`config.mk`:
```
export PLATFORM = sky130hd
export DESIGN_NAME = bus_apb_bridge_flat
export DESIGN_NICKNAME = d
export VERILOG_FILES = /design/src/rtl/bus_apb_bridge_if.sv /design/src/rtl/bus_apb_bridge.sv /design/src/flat_wrapper.sv
export SDC_FILE = /design/constraint.sdc
export NUM_CORES = 1
export LEC_CHECK = 0
export CORE_MARGIN = 4
export CORE_UTILIZATION = 41
export CTS_BUF_LIST = sky130_fd_sc_hd__clkbuf_16
export CTS_CLUSTER_DIAMETER = 120
export DETAILED_ROUTE_END_ITERATION = 10
export PLACE_DENSITY = 0.8
export SLEW_MARGIN = 20
export SYNTH_ARGS = -nofsm -noshare
export SYNTH_HDL_FRONTEND = slang
export SYNTH_SLANG_ARGS = --single-unit
```
`constraint.sdc`:
```
create_clock -name clk -period 4.37 [get_ports clk]
set_clock_uncertainty 0.1 [all_clocks]
set_input_delay 0.874 -clock clk [delete_from_list [all_inputs] [get_ports clk]]
set_output_delay 0.874 -clock clk [all_outputs]
set_load 0.02 [all_outputs]
```
`src/rtl/bus_apb_bridge_if.sv`:
```
// Signal bundle between the request/ready bus master, the bridge and the APB completer.
// The bridge takes the slave modport; the environment (bus master plus completer) takes master.
interface bus_apb_bridge_if #(
    parameter int ADDR_WIDTH = 32,
    parameter int DATA_WIDTH = 32
);
    logic                    bus_ena;
    logic [DATA_WIDTH/8-1:0] bus_wstb;
    logic [ADDR_WIDTH-1:0]   bus_addr;
    logic [DATA_WIDTH-1:0]   bus_wdata;
    logic                    bus_ready;
    logic [DATA_WIDTH-1:0]   bus_rdata;
    logic                    bus_slverr;

    logic                    psel;
    logic                    penable;
    logic                    pwrite;
    logic [ADDR_WIDTH-1:0]   paddr;
    logic [DATA_WIDTH-1:0]   pwdata;
    logic [DATA_WIDTH/8-1:0] pstrb;
    logic [2:0]              pprot;
    logic                    pready;
    logic [DATA_WIDTH-1:0]   prdata;
    logic                    pslverr;

    modport slave (
        input  bus_ena, bus_wstb, bus_addr, bus_wdata, pready, prdata, pslverr,
        output bus_ready, bus_rdata, bus_slverr,
               psel, penable, pwrite, paddr, pwdata, pstrb, pprot
    );

    modport master (
        output bus_ena, bus_wstb, bus_addr, bus_wdata, pready, prdata, pslverr,
        input  bus_ready, bus_rdata, bus_slverr,
               psel, penable, pwrite, paddr, pwdata, pstrb, pprot
    );
endinterface

```
`src/rtl/bus_apb_bridge.sv`:
```
// Request/ready bus slave to APB4 requester bridge with optional PREADY timeout.
// Every output is a flop; one transfer in flight, minimum four-cycle issue interval.
module bus_apb_bridge #(
    parameter int         ADDR_WIDTH     = 32,
    parameter int         DATA_WIDTH     = 32,
    parameter int         TIMEOUT_CYCLES = 256,
    parameter logic [2:0] PPROT_VALUE    = 3'b000
) (
    input logic             clk,
    input logic             rst,
    bus_apb_bridge_if.slave bus
);
    localparam int STRB_W = DATA_WIDTH / 8;
    localparam int CNT_W  = (TIMEOUT_CYCLES < 1) ? 1 : $clog2(TIMEOUT_CYCLES + 1);
    localparam logic [CNT_W-1:0] CNT_LAST =
        (TIMEOUT_CYCLES == 0) ? '0 : CNT_W'(TIMEOUT_CYCLES - 1);

    typedef enum logic [1:0] {IDLE, SETUP, ACCESS, RESP} state_e;

    state_e                state_q, state_d;
    logic                  psel_q, psel_d;
    logic                  penable_q, penable_d;
    logic                  pwrite_q, pwrite_d;
    logic [ADDR_WIDTH-1:0] paddr_q, paddr_d;
    logic [DATA_WIDTH-1:0] pwdata_q, pwdata_d;
    logic [STRB_W-1:0]     pstrb_q, pstrb_d;
    logic                  ready_q, ready_d;
    logic [DATA_WIDTH-1:0] rdata_q, rdata_d;
    logic                  slverr_q, slverr_d;
    logic [CNT_W-1:0]      cnt_q, cnt_d;
    logic                  req_wr;

    assign req_wr = |bus.bus_wstb;

    always_comb begin
        state_d   = state_q;
        psel_d    = psel_q;
        penable_d = penable_q;
        pwrite_d  = pwrite_q;
        paddr_d   = paddr_q;
        pwdata_d  = pwdata_q;
        pstrb_d   = pstrb_q;
        ready_d   = ready_q;
        rdata_d   = rdata_q;
        slverr_d  = slverr_q;
        cnt_d     = cnt_q;
        unique case (state_q)
            IDLE: begin
                if (bus.bus_ena) begin
                    state_d  = SETUP;
                    psel_d   = 1'b1;
                    pwrite_d = req_wr;
                    paddr_d  = bus.bus_addr;
                    pwdata_d = req_wr ? bus.bus_wdata : '0;
                    pstrb_d  = req_wr ? bus.bus_wstb : '0;
                    cnt_d    = '0;
                end
            end
            SETUP: begin
                state_d   = ACCESS;
                penable_d = 1'b1;
            end
            ACCESS: begin
                // pready wins over the timeout when both land on the same cycle
                if (bus.pready) begin
                    state_d   = RESP;
                    psel_d    = 1'b0;
                    penable_d = 1'b0;
                    ready_d   = 1'b1;
                    rdata_d   = pwrite_q ? '0 : bus.prdata;
                    slverr_d  = bus.pslverr;
                end else if (TIMEOUT_CYCLES != 0 && cnt_q == CNT_LAST) begin
                    state_d   = RESP;
                    psel_d    = 1'b0;
                    penable_d = 1'b0;
                    ready_d   = 1'b1;
                    rdata_d   = '0;
                    slverr_d  = 1'b1;
                end else if (TIMEOUT_CYCLES != 0) begin
                    cnt_d = cnt_q + CNT_W'(1);
                end
            end
            RESP: begin
                state_d  = IDLE;
                ready_d  = 1'b0;
                rdata_d  = '0;
                slverr_d = 1'b0;
            end
            default: state_d = IDLE;
        endcase
    end

    always_ff @(posedge clk or posedge rst) begin
        if (rst) begin
            state_q   <= IDLE;
            psel_q    <= 1'b0;
            penable_q <= 1'b0;
            pwrite_q  <= 1'b0;
            paddr_q   <= '0;
            pwdata_q  <= '0;
            pstrb_q   <= '0;
            ready_q   <= 1'b0;
            rdata_q   <= '0;
            slverr_q  <= 1'b0;
            cnt_q     <= '0;
        end else begin
            state_q   <= state_d;
            psel_q    <= psel_d;
            penable_q <= penable_d;
            pwrite_q  <= pwrite_d;
            paddr_q   <= paddr_d;
            pwdata_q  <= pwdata_d;
            pstrb_q   <= pstrb_d;
            ready_q   <= ready_d;
            rdata_q   <= rdata_d;
            slverr_q  <= slverr_d;
            cnt_q     <= cnt_d;
        end
    end

    assign bus.psel       = psel_q;
    assign bus.penable    = penable_q;
    assign bus.pwrite     = pwrite_q;
    assign bus.paddr      = paddr_q;
    assign bus.pwdata     = pwdata_q;
    assign bus.pstrb      = pstrb_q;
    assign bus.pprot      = PPROT_VALUE;
    assign bus.bus_ready  = ready_q;
    assign bus.bus_rdata  = rdata_q;
    assign bus.bus_slverr = slverr_q;
endmodule

```
`src/flat_wrapper.sv`:
```
// flat-port wrapper written by rule: the top's interface ports become plain ports
module bus_apb_bridge_flat 
#(
    parameter int         ADDR_WIDTH     = 32,
    parameter int         DATA_WIDTH     = 32,
    parameter int         TIMEOUT_CYCLES = 256,
    parameter logic [2:0] PPROT_VALUE    = 3'b000
)
  (clk, rst, bus_bus_ena, bus_bus_wstb, bus_bus_addr, bus_bus_wdata, bus_pready, bus_prdata, bus_pslverr, bus_bus_ready, bus_bus_rdata, bus_bus_slverr, bus_psel, bus_penable, bus_pwrite, bus_paddr, bus_pwdata, bus_pstrb, bus_pprot);
  bus_apb_bridge_if #(.ADDR_WIDTH(ADDR_WIDTH), .DATA_WIDTH(DATA_WIDTH)) bus_i ();
  input logic clk;
  input logic rst;
  input wire logic [$bits(bus_i.bus_ena)-1:0] bus_bus_ena;
  input wire logic [$bits(bus_i.bus_wstb)-1:0] bus_bus_wstb;
  input wire logic [$bits(bus_i.bus_addr)-1:0] bus_bus_addr;
  input wire logic [$bits(bus_i.bus_wdata)-1:0] bus_bus_wdata;
  input wire logic [$bits(bus_i.pready)-1:0] bus_pready;
  input wire logic [$bits(bus_i.prdata)-1:0] bus_prdata;
  input wire logic [$bits(bus_i.pslverr)-1:0] bus_pslverr;
  output wire logic [$bits(bus_i.bus_ready)-1:0] bus_bus_ready;
  output wire logic [$bits(bus_i.bus_rdata)-1:0] bus_bus_rdata;
  output wire logic [$bits(bus_i.bus_slverr)-1:0] bus_bus_slverr;
  output wire logic [$bits(bus_i.psel)-1:0] bus_psel;
  output wire logic [$bits(bus_i.penable)-1:0] bus_penable;
  output wire logic [$bits(bus_i.pwrite)-1:0] bus_pwrite;
  output wire logic [$bits(bus_i.paddr)-1:0] bus_paddr;
  output wire logic [$bits(bus_i.pwdata)-1:0] bus_pwdata;
  output wire logic [$bits(bus_i.pstrb)-1:0] bus_pstrb;
  output wire logic [$bits(bus_i.pprot)-1:0] bus_pprot;
  assign bus_i.bus_ena = bus_bus_ena;
  assign bus_i.bus_wstb = bus_bus_wstb;
  assign bus_i.bus_addr = bus_bus_addr;
  assign bus_i.bus_wdata = bus_bus_wdata;
  assign bus_i.pready = bus_pready;
  assign bus_i.prdata = bus_prdata;
  assign bus_i.pslverr = bus_pslverr;
  assign bus_bus_ready = bus_i.bus_ready;
  assign bus_bus_rdata = bus_i.bus_rdata;
  assign bus_bus_slverr = bus_i.bus_slverr;
  assign bus_psel = bus_i.psel;
  assign bus_penable = bus_i.penable;
  assign bus_pwrite = bus_i.pwrite;
  assign bus_paddr = bus_i.paddr;
  assign bus_pwdata = bus_i.pwdata;
  assign bus_pstrb = bus_i.pstrb;
  assign bus_pprot = bus_i.pprot;
  bus_apb_bridge #(.ADDR_WIDTH(ADDR_WIDTH), .DATA_WIDTH(DATA_WIDTH), .TIMEOUT_CYCLES(TIMEOUT_CYCLES), .PPROT_VALUE(PPROT_VALUE)) u_core (.clk(clk), .rst(rst), .bus(bus_i));
endmodule
```
Word-level counts from Yosys, hierarchy flattened

Cells that the tools add are included.

Flip-flop bits (word level): 116
Word-level logic and storage cells: 55
Output and inout bits: 108
Bits of input ports: 105

Reduce and logical (&&, ||, !) cells: 11
$add $sub $neg: 1
Equal/unequal tests: 8
Multiplexer cells: 24

Operators by type and width:

| cell                                                 | number |
|---|---|
| 2-to-1 mux 32 bit                                    | 4 |
| case mux 32 bit (2 select lines)                     | 1 |
| 2-to-1 mux 9 bit                                     | 3 |
| case mux 9 bit (2 select lines)                      | 1 |
| adder 9 x 1 -> 9 bit (second input constant)         | 1 |
| equality test 9 x 8 -> 1 bit (second input constant) | 1 |
| case mux 1 bit (2 select lines)                      | 4 |
| case mux 2 bit (4 select lines)                      | 1 |
| AND reduction 2 bit                                  | 4 |
| 2-to-1 mux 1 bit                                     | 6 |
| 2-to-1 mux 2 bit                                     | 3 |
| != test 2 bit (second input constant)                | 3 |
| nonzero test 2 bit                                   | 3 |
| equality test 2 bit (second input constant)          | 2 |
| 2-to-1 mux 4 bit                                     | 1 |
| AND reduction 4 bit                                  | 1 |
| OR reduction 4 bit                                   | 1 |
| != test 3 x 2 -> 1 bit (second input constant)       | 1 |
| AND reduction 3 bit                                  | 1 |
| equality test 2 x 1 -> 1 bit (second input constant) | 1 |
| logical NOT 2 bit                                    | 1 |

Depth between registers and ports, before layout

Word-level depth: 4
Depth in mapped cells: 9
Depth with buffers taken out: 8

Worst setup path before layout

Ideal clock, no wire load.

Kind: register -> register
Start: reg u_core.cnt_q[0]
End: reg u_core.cnt_q[0]
Arrival: 2.002 ns
Clock period less this slack: 2.223 ns
Path buffers: 1
Library setup time: 0.121 ns
Path slack: 2.147 ns
Required time: 4.149 ns
Stages on the path, launching flop included: 9
Cells stage by stage: dfrtp_1 -> ha_1 -> and3_1 -> and3_1 -> ha_1 -> or2_1 -> buf_4 -> mux2_2 -> a22o_1

Cells in the longest elaborated chain, start to end: 4
Elaborated cells on any way between the ends: 7
Those cells by class: add/sub (1); eq/ne (2); mux (3); reduce/logical (1)

RTL lines:

| what                            | line                  | source |
|---|---|---|
| from (decl)                     | bus_apb_bridge.sv:30  | `logic [CNT_W-1:0] cnt_q, cnt_d;` |
| from (signal assigned)          | bus_apb_bridge.sv:117 | `cnt_q <= cnt_d;` |
| adder 9 x 1 -> 9 bit            | bus_apb_bridge.sv:80  | `cnt_d = cnt_q + CNT_W'(1);` |
| 2-to-1 mux 9 bit                | bus_apb_bridge.sv:72  | `end else if (TIMEOUT_CYCLES != 0 && cnt_q == CNT_LAST) begin` |
| 2-to-1 mux 9 bit                | bus_apb_bridge.sv:65  | `if (bus.pready) begin` |
| case mux 9 bit (2 select lines) | bus_apb_bridge.sv:47  | `unique case (state_q)` |

Several ways; a longest one is shown, not always the timed one. The select of a mux whose other input is x is not followed.
A chain may end at the register's enable or synchronous reset.

Worst setup path in the final report

Start: reg u_core.cnt_q[0]
End: reg u_core.rdata_q[16], in the netlist u_core.bus.bus_rdata[16]

Cells in the longest elaborated chain, start to end: 3

RTL lines:

| what                             | line                  | source |
|---|---|---|
| equality test 9 x 8 -> 1 bit     | bus_apb_bridge.sv:72  |  |
| != test 3 x 2 -> 1 bit (no line) | -                     |  |
| AND reduction 2 bit (no line)    | -                     |  |
| to (signal assigned)             | bus_apb_bridge.sv:115 | `rdata_q <= rdata_d;` |
| to (decl)                        | bus_apb_bridge.sv:28  | `logic [DATA_WIDTH-1:0] rdata_q, rdata_d;` |

Every way passes these cells.

==> metrics.txt <==
Slew @ Worst Pin 1.05 ns; Synth Area in Compound Gates 15.7%; Logic pwr share 43.3%; Switching Fraction 35.0%; post-layout util 67.6%; largest net degree at the start of global routing 71; slowest stage delay, CP 0.86 ns; Switch Pwr 2000 uW; hold buffer count at CTS 0; Post-DP HPWL 9060 um; Post-Synth Adder-Cell Area 1.39%; largest cells by area after synthesis dfrtp_1, a22o_1, mux2_1; ys async rst share 100%; Die W 113 um; pwr dens 782 nW/um^2; min Tclk post-route 2.87 ns; dpl ws 1.39 ns; Setup Total Neg Slack 0 ns; number of synthesized flops with an enable pin 0; Die Area 12700 um^2; post-route ant nets 0; Post-synth top flop dfrtp_1; Mapped Cells 317; GPL Wtd Cong 0.768; yosys warns 0; Flop pwr share 32.0%; largest family of logic cells by synthesized area compound AO/OA/AOI/OAI gates; initial drt markers 195; port bufs 209; average vias per placed instance 5.12; first-pass GRT wire length 19900 um; critical-path cell list ha_1, and3_1, and3_1, ha_1, nor2_1, a21o_1, a22o_1; mux cell area share after synthesis 9.94%; worst skew pair latency 0.41 ns; total global routing overflow 0; dpl cell area 6700 um^2; cts bufs inserted 17; kind of critical path flop to flop; initial antenna violation count 0; post_cts resized 0; Synth Area in Simple Gates 4.03%; Slew headroom 30.3%; outcome finished clean; share of layout cells above drive strength 1 6.86%; number of iterations in the first detailed-routing pass 4; area leader, netlist dfrtp_1; Worst Setup End Kind flop; flop-to-flop setup slack 1.50 ns; final hold viol count 0; depth of the CTS H-tree 4; post-route cell area 7290 um^2; syn avg cell area 14.2 um^2; Cell variety after synth 34; Final nets 637; FP Rows 38; clock transition at the registers of the reported paths 0.05 ns; CP max FO 32; Die H 113 um; GRT Resource Usage Total 20.3%; register area share after synthesis 64.4%; post-synthesis cell area 4500 um^2; LEAKAGE 0.00321 uW; Slowest cell on crit path a21o_1; crit share post-route 65.6%; IO Count 213; WL per Instance 18.5 um; ANT cells 0; Root Driver clkbuf_16; setup repair after global routing missed its margin no; clock network power share 24.7%; Core Footprint 10800 um^2; Final setup violation count 0; post-route setup slack 1.50 ns; final slew viol count 0; Worst EP required 4.61 ns; Clock Path Buffers 2; Initial Utilization 41.7%; Layout area overhead 61.9%; top-area cell type share of the netlist area 64.4%; Max IR drop VDD 462 uV; max frequency 0.349 GHz; vias 3477; DR DRC count 0; HP Class flop to flop; vias in the first global route 3889; CP Launch Type flop; crit path DAT 3.11 ns; #FFs+latches synth 116; internal power 3710 uW; clock sink count 116; WL final 12600 um; xor/xnor share of the synthesized area 1.17%; Post-CTS Setup Repair Bufs 0; TritonCTS clock tree done; max cap viols 0
sequential cells by signal, indices dropped and copies added, names as in the netlist:
register / flops
u_core.bus.bus_rdata: 32
u_core.bus.bus_ready: 1
u_core.bus.bus_slverr: 1
u_core.bus.paddr: 32
u_core.bus.penable: 1
u_core.bus.psel: 1
u_core.bus.pstrb: 4
u_core.bus.pwdata: 32
u_core.bus.pwrite: 1
u_core.cnt_q: 9
u_core.state_q: 2
power by group through the flow:
stage | Combinational (uW) | Sequential (uW) | Clock [uW]
floorplan | 749 | 2340 | 0
global placement | 2430 | 1810 | 0
detailed placement | 2500 | 1820 | 0
CTS | 2500 | 1830 | 1430
global route | 2610 | 1890 | 1480
finish | 2470 | 1830 | 1410
synthesized netlist by cell type, types with 2 or more instances:
| cell | instances |
|---|---|
| and3_1 | 4 |
| inv_1 | 6 |
| nand3_1 | 3 |
| mux2i_1 | 2 |
| mux2_2 | 2 |
| buf_2 | 16 |
| dfrtp_1 | 116 |
| a21o_1 | 2 |
| buf_4 | 4 |
| nand2_1 | 4 |
| a22o_1 | 69 |
| ha_1 | 5 |
| mux2_1 | 36 |
| o21ai_0 | 4 |
| clkbuf_1 | 4 |
| a21oi_1 | 2 |
| and4_1 | 2 |
| o21ai_1 | 5 |
| nand4_1 | 2 |
| xor2_1 | 6 |
| nor2_1 | 10 |
per-stage QoR:
stage          cells  total power, uW  hold WS [ns]
5_1_grt          679             5980         0.408
4_1_cts          679             5760         0.392
3_5_place_dp     648             4320         0.381
3_3_place_gp     648             4230         0.373
2_1_floorplan    319             3090         0.389
6_report         679             5700         0.388
per-layer routing:
metal  up-vias  part of all wire, %  GRT usage, %
met5         -                    0             0
met4         0                  2.5          8.73
met3        26                  7.6          7.97
met2       142                   52          34.8
met1      1726                   38          22.4
li1       1583                    -             -
kinds of logic after synthesis:
family	after synthesis
AOI/OAI and AO/OA	86
xor gates and xnor gates	6
adders and majority gates	5
buffers and inverters	30
DFF	116
muxes	40
other	1
and+or+nand+nor	33
final timing paths:
kind	startpoint	to	depth (start not counted)
setup / recovery	u_core.cnt_q[0]$_DFFE_PP0P_	u_core.bus.bus_rdata[16]$_DFFE_PP0P_	7
hold / removal	u_core.bus.paddr[25]$_DFFE_PP0P_	u_core.bus.paddr[25]$_DFFE_PP0P_	1
setup reg to reg	u_core.cnt_q[0]$_DFFE_PP0P_	u_core.bus.bus_rdata[16]$_DFFE_PP0P_	7
hold reg to reg	u_core.bus.paddr[25]$_DFFE_PP0P_	u_core.bus.paddr[25]$_DFFE_PP0P_	1
max in group asynchronous	rst	u_core.bus.pwdata[13]$_DFFE_PP0P_	3
min in group asynchronous	rst	u_core.bus.bus_rdata[11]$_DFFE_PP0P_	2
placed cells by master, fill, tap and decap left out, types with 3 or more instances in the layout:
cell type	count
inv_1	7
and3_1	4
xor2_1	6
nand2_1	4
clkinv_2	4
nor2_1	10
buf_4	3
clkdlybuf4s50_1	209
nand3_1	3
o21ai_1	5
ha_1	5
o21ai_0	4
mux2_1	36
bufinv_16	4
clkbuf_16	17
a22o_1	69
conb_1	3
dfrtp_1	116
worst max-delay path, delay by kind of cell (launching register included):
family                     cells  cell delay (ns)
AOI/OAI and AO/OA              2             1.15
adders and majority gates      2             0.45
DFF                            1             0.43
and+or+nand+nor                3             0.65
cell type report:
| cell class | count | area [um^2] |
|---|---|---|
| clock buffers | 17 | 425 |
| clock inverters | 14 | 170 |
| fillers | 787 | 3500 |
| inverters | 6 | 25.0 |
| multi-input cells | 173 | 1460 |
| flip-flops and latches | 116 | 2900 |
| well taps | 140 | 175 |
| repair buffers | 213 | 2130 |
Power figures use the tool's default switching activity.
